File: config.mk
export PLATFORM = sky130hd
export DESIGN_NAME = fetch_seq_flat
export DESIGN_NICKNAME = d
export VERILOG_FILES = /design/src/rtl/fetch_seq_if.sv /design/src/rtl/fetch_seq.sv /design/src/flat_wrapper.sv
export SDC_FILE = /design/constraint.sdc
export NUM_CORES = 1
export LEC_CHECK = 0
export CAP_MARGIN = 0
export CORE_MARGIN = 5
export CORE_UTILIZATION = 33
export DETAILED_ROUTE_END_ITERATION = 10
export SKIP_CTS_REPAIR_TIMING = 1
export SLEW_MARGIN = 30
export SYNTH_ARGS = -nofsm -noshare
export SYNTH_HDL_FRONTEND = slang
export SYNTH_SLANG_ARGS = --single-unit
export TNS_END_PERCENT = 50
File: constraint.sdc
create_clock -name clock -period 4.93 [get_ports clock]
set_input_delay 0.7395 -clock clock [delete_from_list [all_inputs] [get_ports clock]]
set_output_delay 0.7395 -clock clock [all_outputs]
set_load 0.005 [all_outputs]
File: src/rtl/fetch_seq_if.sv
// Handshake and PC-control bundle between fetch_seq and the instruction memory,
// datapath and program counter. master = sequencer, slave = surrounding core.
interface fetch_seq_if;
    logic       imem_req;
    logic       imem_ack;
    logic       instr_valid;
    logic       exec_done;
    logic [2:0] br_op;
    logic       br_mode;
    logic       flag_z;
    logic       flag_n;
    logic       flag_c;
    logic       halt;
    logic       pc_step;
    logic       pc_bre;
    logic       pc_imr_sel;

    modport master (
        output imem_req, instr_valid, pc_step, pc_bre, pc_imr_sel,
        input  imem_ack, exec_done, br_op, br_mode, flag_z, flag_n, flag_c, halt
    );

    modport slave (
        input  imem_req, instr_valid, pc_step, pc_bre, pc_imr_sel,
        output imem_ack, exec_done, br_op, br_mode, flag_z, flag_n, flag_c, halt
    );
endinterface

File: src/rtl/fetch_seq.sv
// ONC-16 fetch/branch sequencer: fetches over req/ack, hands the word to decode,
// then issues exactly one PC strobe per instruction from the latched branch outcome.
module fetch_seq #(
    parameter int unsigned ACK_TIMEOUT = 15,
    parameter int unsigned CNT_W       = 16
) (
    input  logic             clock,
    input  logic             rst,
    input  logic             start,
    fetch_seq_if.master      bus,
    output logic             busy,
    output logic             halted,
    output logic             fault,
    output logic [CNT_W-1:0] br_taken_cnt
);
    localparam int unsigned TMO_W = $clog2(ACK_TIMEOUT + 1);

    typedef enum logic [2:0] {
        S_IDLE,
        S_FETCH,
        S_EXEC,
        S_UPDATE,
        S_HALT,
        S_FAULT
    } state_t;

    state_t           state;
    state_t           next_state;
    logic [TMO_W-1:0] tmo_cnt;
    logic             tmo_hit;
    logic             exec_first;
    logic             taken_q;
    logic             mode_q;
    logic             cond;

    // Branch condition from the current flags; only captured in the exec_done cycle.
    always_comb begin
        cond = 1'b0;
        case (bus.br_op)
            3'd0:    cond = 1'b0;
            3'd1:    cond = 1'b1;
            3'd2:    cond = bus.flag_z;
            3'd3:    cond = ~bus.flag_z;
            3'd4:    cond = bus.flag_n;
            3'd5:    cond = ~bus.flag_n;
            3'd6:    cond = bus.flag_c;
            3'd7:    cond = ~bus.flag_c;
            default: cond = 1'b0;
        endcase
    end

    // tmo_cnt holds the number of completed no-ack FETCH cycles, so the
    // ACK_TIMEOUT-th one faults unless its ack arrives in that same cycle.
    assign tmo_hit = (tmo_cnt == TMO_W'(ACK_TIMEOUT - 1));

    always_ff @(posedge clock) begin
        if (rst) begin
            state <= S_IDLE;
        end else begin
            state <= next_state;
        end
    end

    always_comb begin
        next_state = state;
        case (state)
            S_IDLE: begin
                if (start) begin
                    next_state = S_FETCH;
                end
            end
            S_FETCH: begin
                if (bus.imem_ack) begin
                    next_state = S_EXEC;
                end else if (tmo_hit) begin
                    next_state = S_FAULT;
                end
            end
            S_EXEC: begin
                if (bus.exec_done) begin
                    next_state = bus.halt ? S_HALT : S_UPDATE;
                end
            end
            S_UPDATE: next_state = S_FETCH;
            S_HALT:   next_state = S_HALT;
            S_FAULT:  next_state = S_FAULT;
            default:  next_state = S_IDLE;
        endcase
    end

    always_ff @(posedge clock) begin
        if (rst) begin
            tmo_cnt      <= '0;
            exec_first   <= 1'b0;
            taken_q      <= 1'b0;
            mode_q       <= 1'b0;
            br_taken_cnt <= '0;
        end else begin
            if (state != S_FETCH || bus.imem_ack) begin
                tmo_cnt <= '0;
            end else begin
                tmo_cnt <= tmo_cnt + TMO_W'(1);
            end

            exec_first <= (next_state == S_EXEC) && (state != S_EXEC);

            if (state == S_EXEC && bus.exec_done) begin
                taken_q <= cond;
                mode_q  <= bus.br_mode;
            end

            if (state == S_UPDATE && taken_q) begin
                br_taken_cnt <= br_taken_cnt + CNT_W'(1);
            end
        end
    end

    always_comb begin
        bus.imem_req    = 1'b0;
        bus.instr_valid = 1'b0;
        bus.pc_step     = 1'b0;
        bus.pc_bre      = 1'b0;
        bus.pc_imr_sel  = 1'b0;
        busy            = 1'b0;
        halted          = 1'b0;
        fault           = 1'b0;
        case (state)
            S_FETCH: begin
                bus.imem_req = 1'b1;
                busy         = 1'b1;
            end
            S_EXEC: begin
                bus.instr_valid = exec_first;
                busy            = 1'b1;
            end
            S_UPDATE: begin
                bus.pc_bre     = taken_q;
                bus.pc_step    = ~taken_q;
                bus.pc_imr_sel = mode_q;
                busy           = 1'b1;
            end
            S_HALT:  halted = 1'b1;
            S_FAULT: fault  = 1'b1;
            default: ;
        endcase
    end
endmodule

File: src/flat_wrapper.sv
// flat-port wrapper written by rule: the top's interface ports become plain ports
module fetch_seq_flat 
#(
    parameter int unsigned ACK_TIMEOUT = 15,
    parameter int unsigned CNT_W       = 16
)
  (clock, rst, start, busy, halted, fault, br_taken_cnt, bus_imem_req, bus_instr_valid, bus_pc_step, bus_pc_bre, bus_pc_imr_sel, bus_imem_ack, bus_exec_done, bus_br_op, bus_br_mode, bus_flag_z, bus_flag_n, bus_flag_c, bus_halt);
  fetch_seq_if bus_i ();
  input  logic clock;
  input  logic rst;
  input  logic start;
  output logic busy;
  output logic halted;
  output logic fault;
  output logic [CNT_W-1:0] br_taken_cnt;
  output wire logic [$bits(bus_i.imem_req)-1:0] bus_imem_req;
  output wire logic [$bits(bus_i.instr_valid)-1:0] bus_instr_valid;
  output wire logic [$bits(bus_i.pc_step)-1:0] bus_pc_step;
  output wire logic [$bits(bus_i.pc_bre)-1:0] bus_pc_bre;
  output wire logic [$bits(bus_i.pc_imr_sel)-1:0] bus_pc_imr_sel;
  input wire logic [$bits(bus_i.imem_ack)-1:0] bus_imem_ack;
  input wire logic [$bits(bus_i.exec_done)-1:0] bus_exec_done;
  input wire logic [$bits(bus_i.br_op)-1:0] bus_br_op;
  input wire logic [$bits(bus_i.br_mode)-1:0] bus_br_mode;
  input wire logic [$bits(bus_i.flag_z)-1:0] bus_flag_z;
  input wire logic [$bits(bus_i.flag_n)-1:0] bus_flag_n;
  input wire logic [$bits(bus_i.flag_c)-1:0] bus_flag_c;
  input wire logic [$bits(bus_i.halt)-1:0] bus_halt;
  assign bus_imem_req = bus_i.imem_req;
  assign bus_instr_valid = bus_i.instr_valid;
  assign bus_pc_step = bus_i.pc_step;
  assign bus_pc_bre = bus_i.pc_bre;
  assign bus_pc_imr_sel = bus_i.pc_imr_sel;
  assign bus_i.imem_ack = bus_imem_ack;
  assign bus_i.exec_done = bus_exec_done;
  assign bus_i.br_op = bus_br_op;
  assign bus_i.br_mode = bus_br_mode;
  assign bus_i.flag_z = bus_flag_z;
  assign bus_i.flag_n = bus_flag_n;
  assign bus_i.flag_c = bus_flag_c;
  assign bus_i.halt = bus_halt;
  fetch_seq #(.ACK_TIMEOUT(ACK_TIMEOUT), .CNT_W(CNT_W)) u_core (.clock(clock), .rst(rst), .start(start), .bus(bus_i), .busy(busy), .halted(halted), .fault(fault), .br_taken_cnt(br_taken_cnt));
endmodule
==> reports/qor.txt <==
Status = completed
Post-Syn Nets = 168
VDD IR max = 0.09488 mV
Lkg Pwr = 0.6446 nW
Slew Viols, Final = 0
ANT cells = 0
Die Ht = 72.43 um
IO Count = 37
Synth Warn # = 0
Worst-path clk slew = 90 ps
Min Tclk post-route = 2560 ps
Multi-input logic area = 723.2 sq um
Synth async-reset ratio = 0%
Post-Syn Area = 1286 sq um
Cell mode on critical path = nor2b_1
Leading cell type by number of instances after synthesis = dfxtp_1
Vias/cell = 5.068
Root Buffer = clkbuf_8
Post-synth EDFFs = 0
Startpoint Class = flip-flop
Number of standard cells in the final layout excluding fillers = 234
Post-layout instance area = 1734 sq um
Layout Nets = 203
Gpl congestion = 0.7528
Total power draw = 407.5 uW
Crit-path max cell delay = 550 ps
Gr ovfl total = 0
Clock Skew = 2.331 ps
Synth top area share = 40.47%
Largest net degree at the start of global routing = 24
Width of the die = 72.43 um
CP Max Fanout = 10
WHS = 479.3 ps
Worst Hold Class = reg2reg
Synth area leaders = dfxtp_1 (40%), nor2_1 (6.7%), a21oi_1 (3.9%)
Final worst path period share = 51.92%
Vias = 1186
Final HPWL DP = 2.224 mm
Most instantiated cells after synthesis = dfxtp_1 (26), nor2_1 (23), a21oi_1 (10)
Placed Area = 1679 sq um
Switch share = 22.89%
Area Growth Syn to Fin = 34.82%
First-pass GRT wire length = 4.974 mm
DRC Markers = 0
DP Cell Count = 230
Pre-CTS setup slack = 2576 ps
Sw power = 93.29 uW
Required @ worst endpoint = 4190 ps
Core area = 3716 sq um
Die area = 5246 sq um
CP Cell Sequence = nor2b_1 -> nor2b_1 -> clkdlybuf4s50_1
CP endpoint kind = output port
Slew @ Worst Pin = 844.3 ps
Sequential cell area = 520.5 sq um
Post-synth top area cell = dfxtp_1
Fraction of layout cells with a size suffix above 1 = 4.301%
Cell at the slowest stage of the critical path = dfxtp_1
Gr usage total = 11.67%
Cell Int Power = 314.2 uW
Final Core Density = 46.67%
Initial antenna violation count = 0
Vias in the first global route = 1099
Starting Density = 34.61%
Inserted Clock Buffers = 3
Drt pass-1 iters = 4
Post-synth top flop = dfxtp_1
Register area share after synthesis = 40.47%
Maximum clock path buffer count = 2
P per Cell Area = 235.0 nW/um^2
Final hold vios = 0
Port bufs = 36
CTS H-Tree Depth = 1
Routed wire length = 2.924 mm
DR WL/cell = 12.50 um
Distinct cells, synth = 40
Maxcap violations = 0
FMAX = 390.7 MHz
Worst setup margin = 2370 ps
CTS tree = yes
Setup-failing EPs final = 0
Clock sinks = 26
Synth Register Bits = 26
Clock network power share = 33.0%
Final ANT Viol Nets = 0
Initial DRC count = 39
Crit Path Class = reg2out
Syn avg cell area = 8.462 sq um
Syn Inst Count = 152
Worst path arrival time = 1820 ps
Rows = 22
Fillers = 383
Max_slew headroom = 43.54%
Sequential Power Share = 55.1%
RSZ-0062 raised after global routing = no
Clock Latency Late Sink = 260 ps
Combinational power share = 11.9%
Setup TNS = 0 ps
==> sequential cells by signal, summed over array words and instances (netlist names) <==
signal,flops
u_core.state,3
u_core.mode_q,1
u_core.taken_q,1
u_core.tmo_cnt,4
u_core.exec_first,1
u_core.br_taken_cnt,16
==> path summary, 6_finish.rpt <==
path / from / to / slack (ps) / cells after the start
worst min-delay path: u_core.tmo_cnt[0] / u_core.tmo_cnt[0] / 480 / 1
worst max register to register: u_core.state[1] / u_core.br_taken_cnt[15] / 2900 / 4
worst max-delay path: u_core.state[0] / bus_imem_req / 2370 / 3
worst min register to register: u_core.tmo_cnt[0] / u_core.tmo_cnt[0] / 480 / 1
==> critical path: cells and delay by family, from the launching register on <==
| kind | cells | cell delay, ps |
|---|---|---|
| buffers and inverters | 1 | 510 |
| DFF | 1 | 550 |
| and+or+nand+nor | 2 | 490 |
==> cell families after synthesis <==
group,Yosys count,synth area share (%)
xor gates and xnor gates,10,6.809
buffers and inverters,10,3.307
muxes,2,1.556
DFF,26,40.47
adders and majority gates,3,2.919
AOI/OAI and AO/OA,28,13.33
and+or+nand+nor,73,31.61
==> power groups by stage <==
| stage | Sequential [mW] | Clock, mW | Combinational, mW |
|---|---|---|---|
| after floorplan | 0.222 | 0 | 0.0323 |
| after global placement | 0.229 | 0 | 0.0485 |
| after detailed placement | 0.230 | 0 | 0.0492 |
| after CTS | 0.225 | 0.143 | 0.0493 |
| after global routing | 0.226 | 0.149 | 0.0541 |
| final | 0.225 | 0.134 | 0.0486 |
==> cell type report <==
| class | count | area share, % |
|---|---|---|
| Multi-Input combinational cell | 116 | 41.70 |
| Clock buffer | 4 | 3.175 |
| Timing Repair Buffer | 36 | 20.78 |
| Sequential cell | 26 | 30.01 |
| Inverter | 4 | 0.8658 |
| Tap cell | 48 | 3.463 |
==> placed cells by master, fill, tap and decap left out, types with 2 or more instances in the layout <==
master	n
nor3_1	4
nor2b_1	5
nand3_1	5
inv_1	4
ha_1	3
clkbuf_8	4
nand2b_1	2
nand4_1	4
nor2_1	23
mux2i_1	2
and2_1	3
xor2_1	5
clkdlybuf4s50_1	36
and3_1	3
o21ai_0	8
xnor2_1	5
nand2_1	9
a21oi_1	10
dfxtp_1	26
or3_1	6
==> per-layer routing <==
layer / vias to the layer above / wire (um) / global-route usage (%)
met5: - / 0 / 0
met4: 0 / 61 / 6.148
met3: 4 / 126 / 1.385
met2: 31 / 1362 / 19.11
met1: 542 / 1373 / 14.97
li1: 609 / - / -
(Power assumes the default switching activity.)
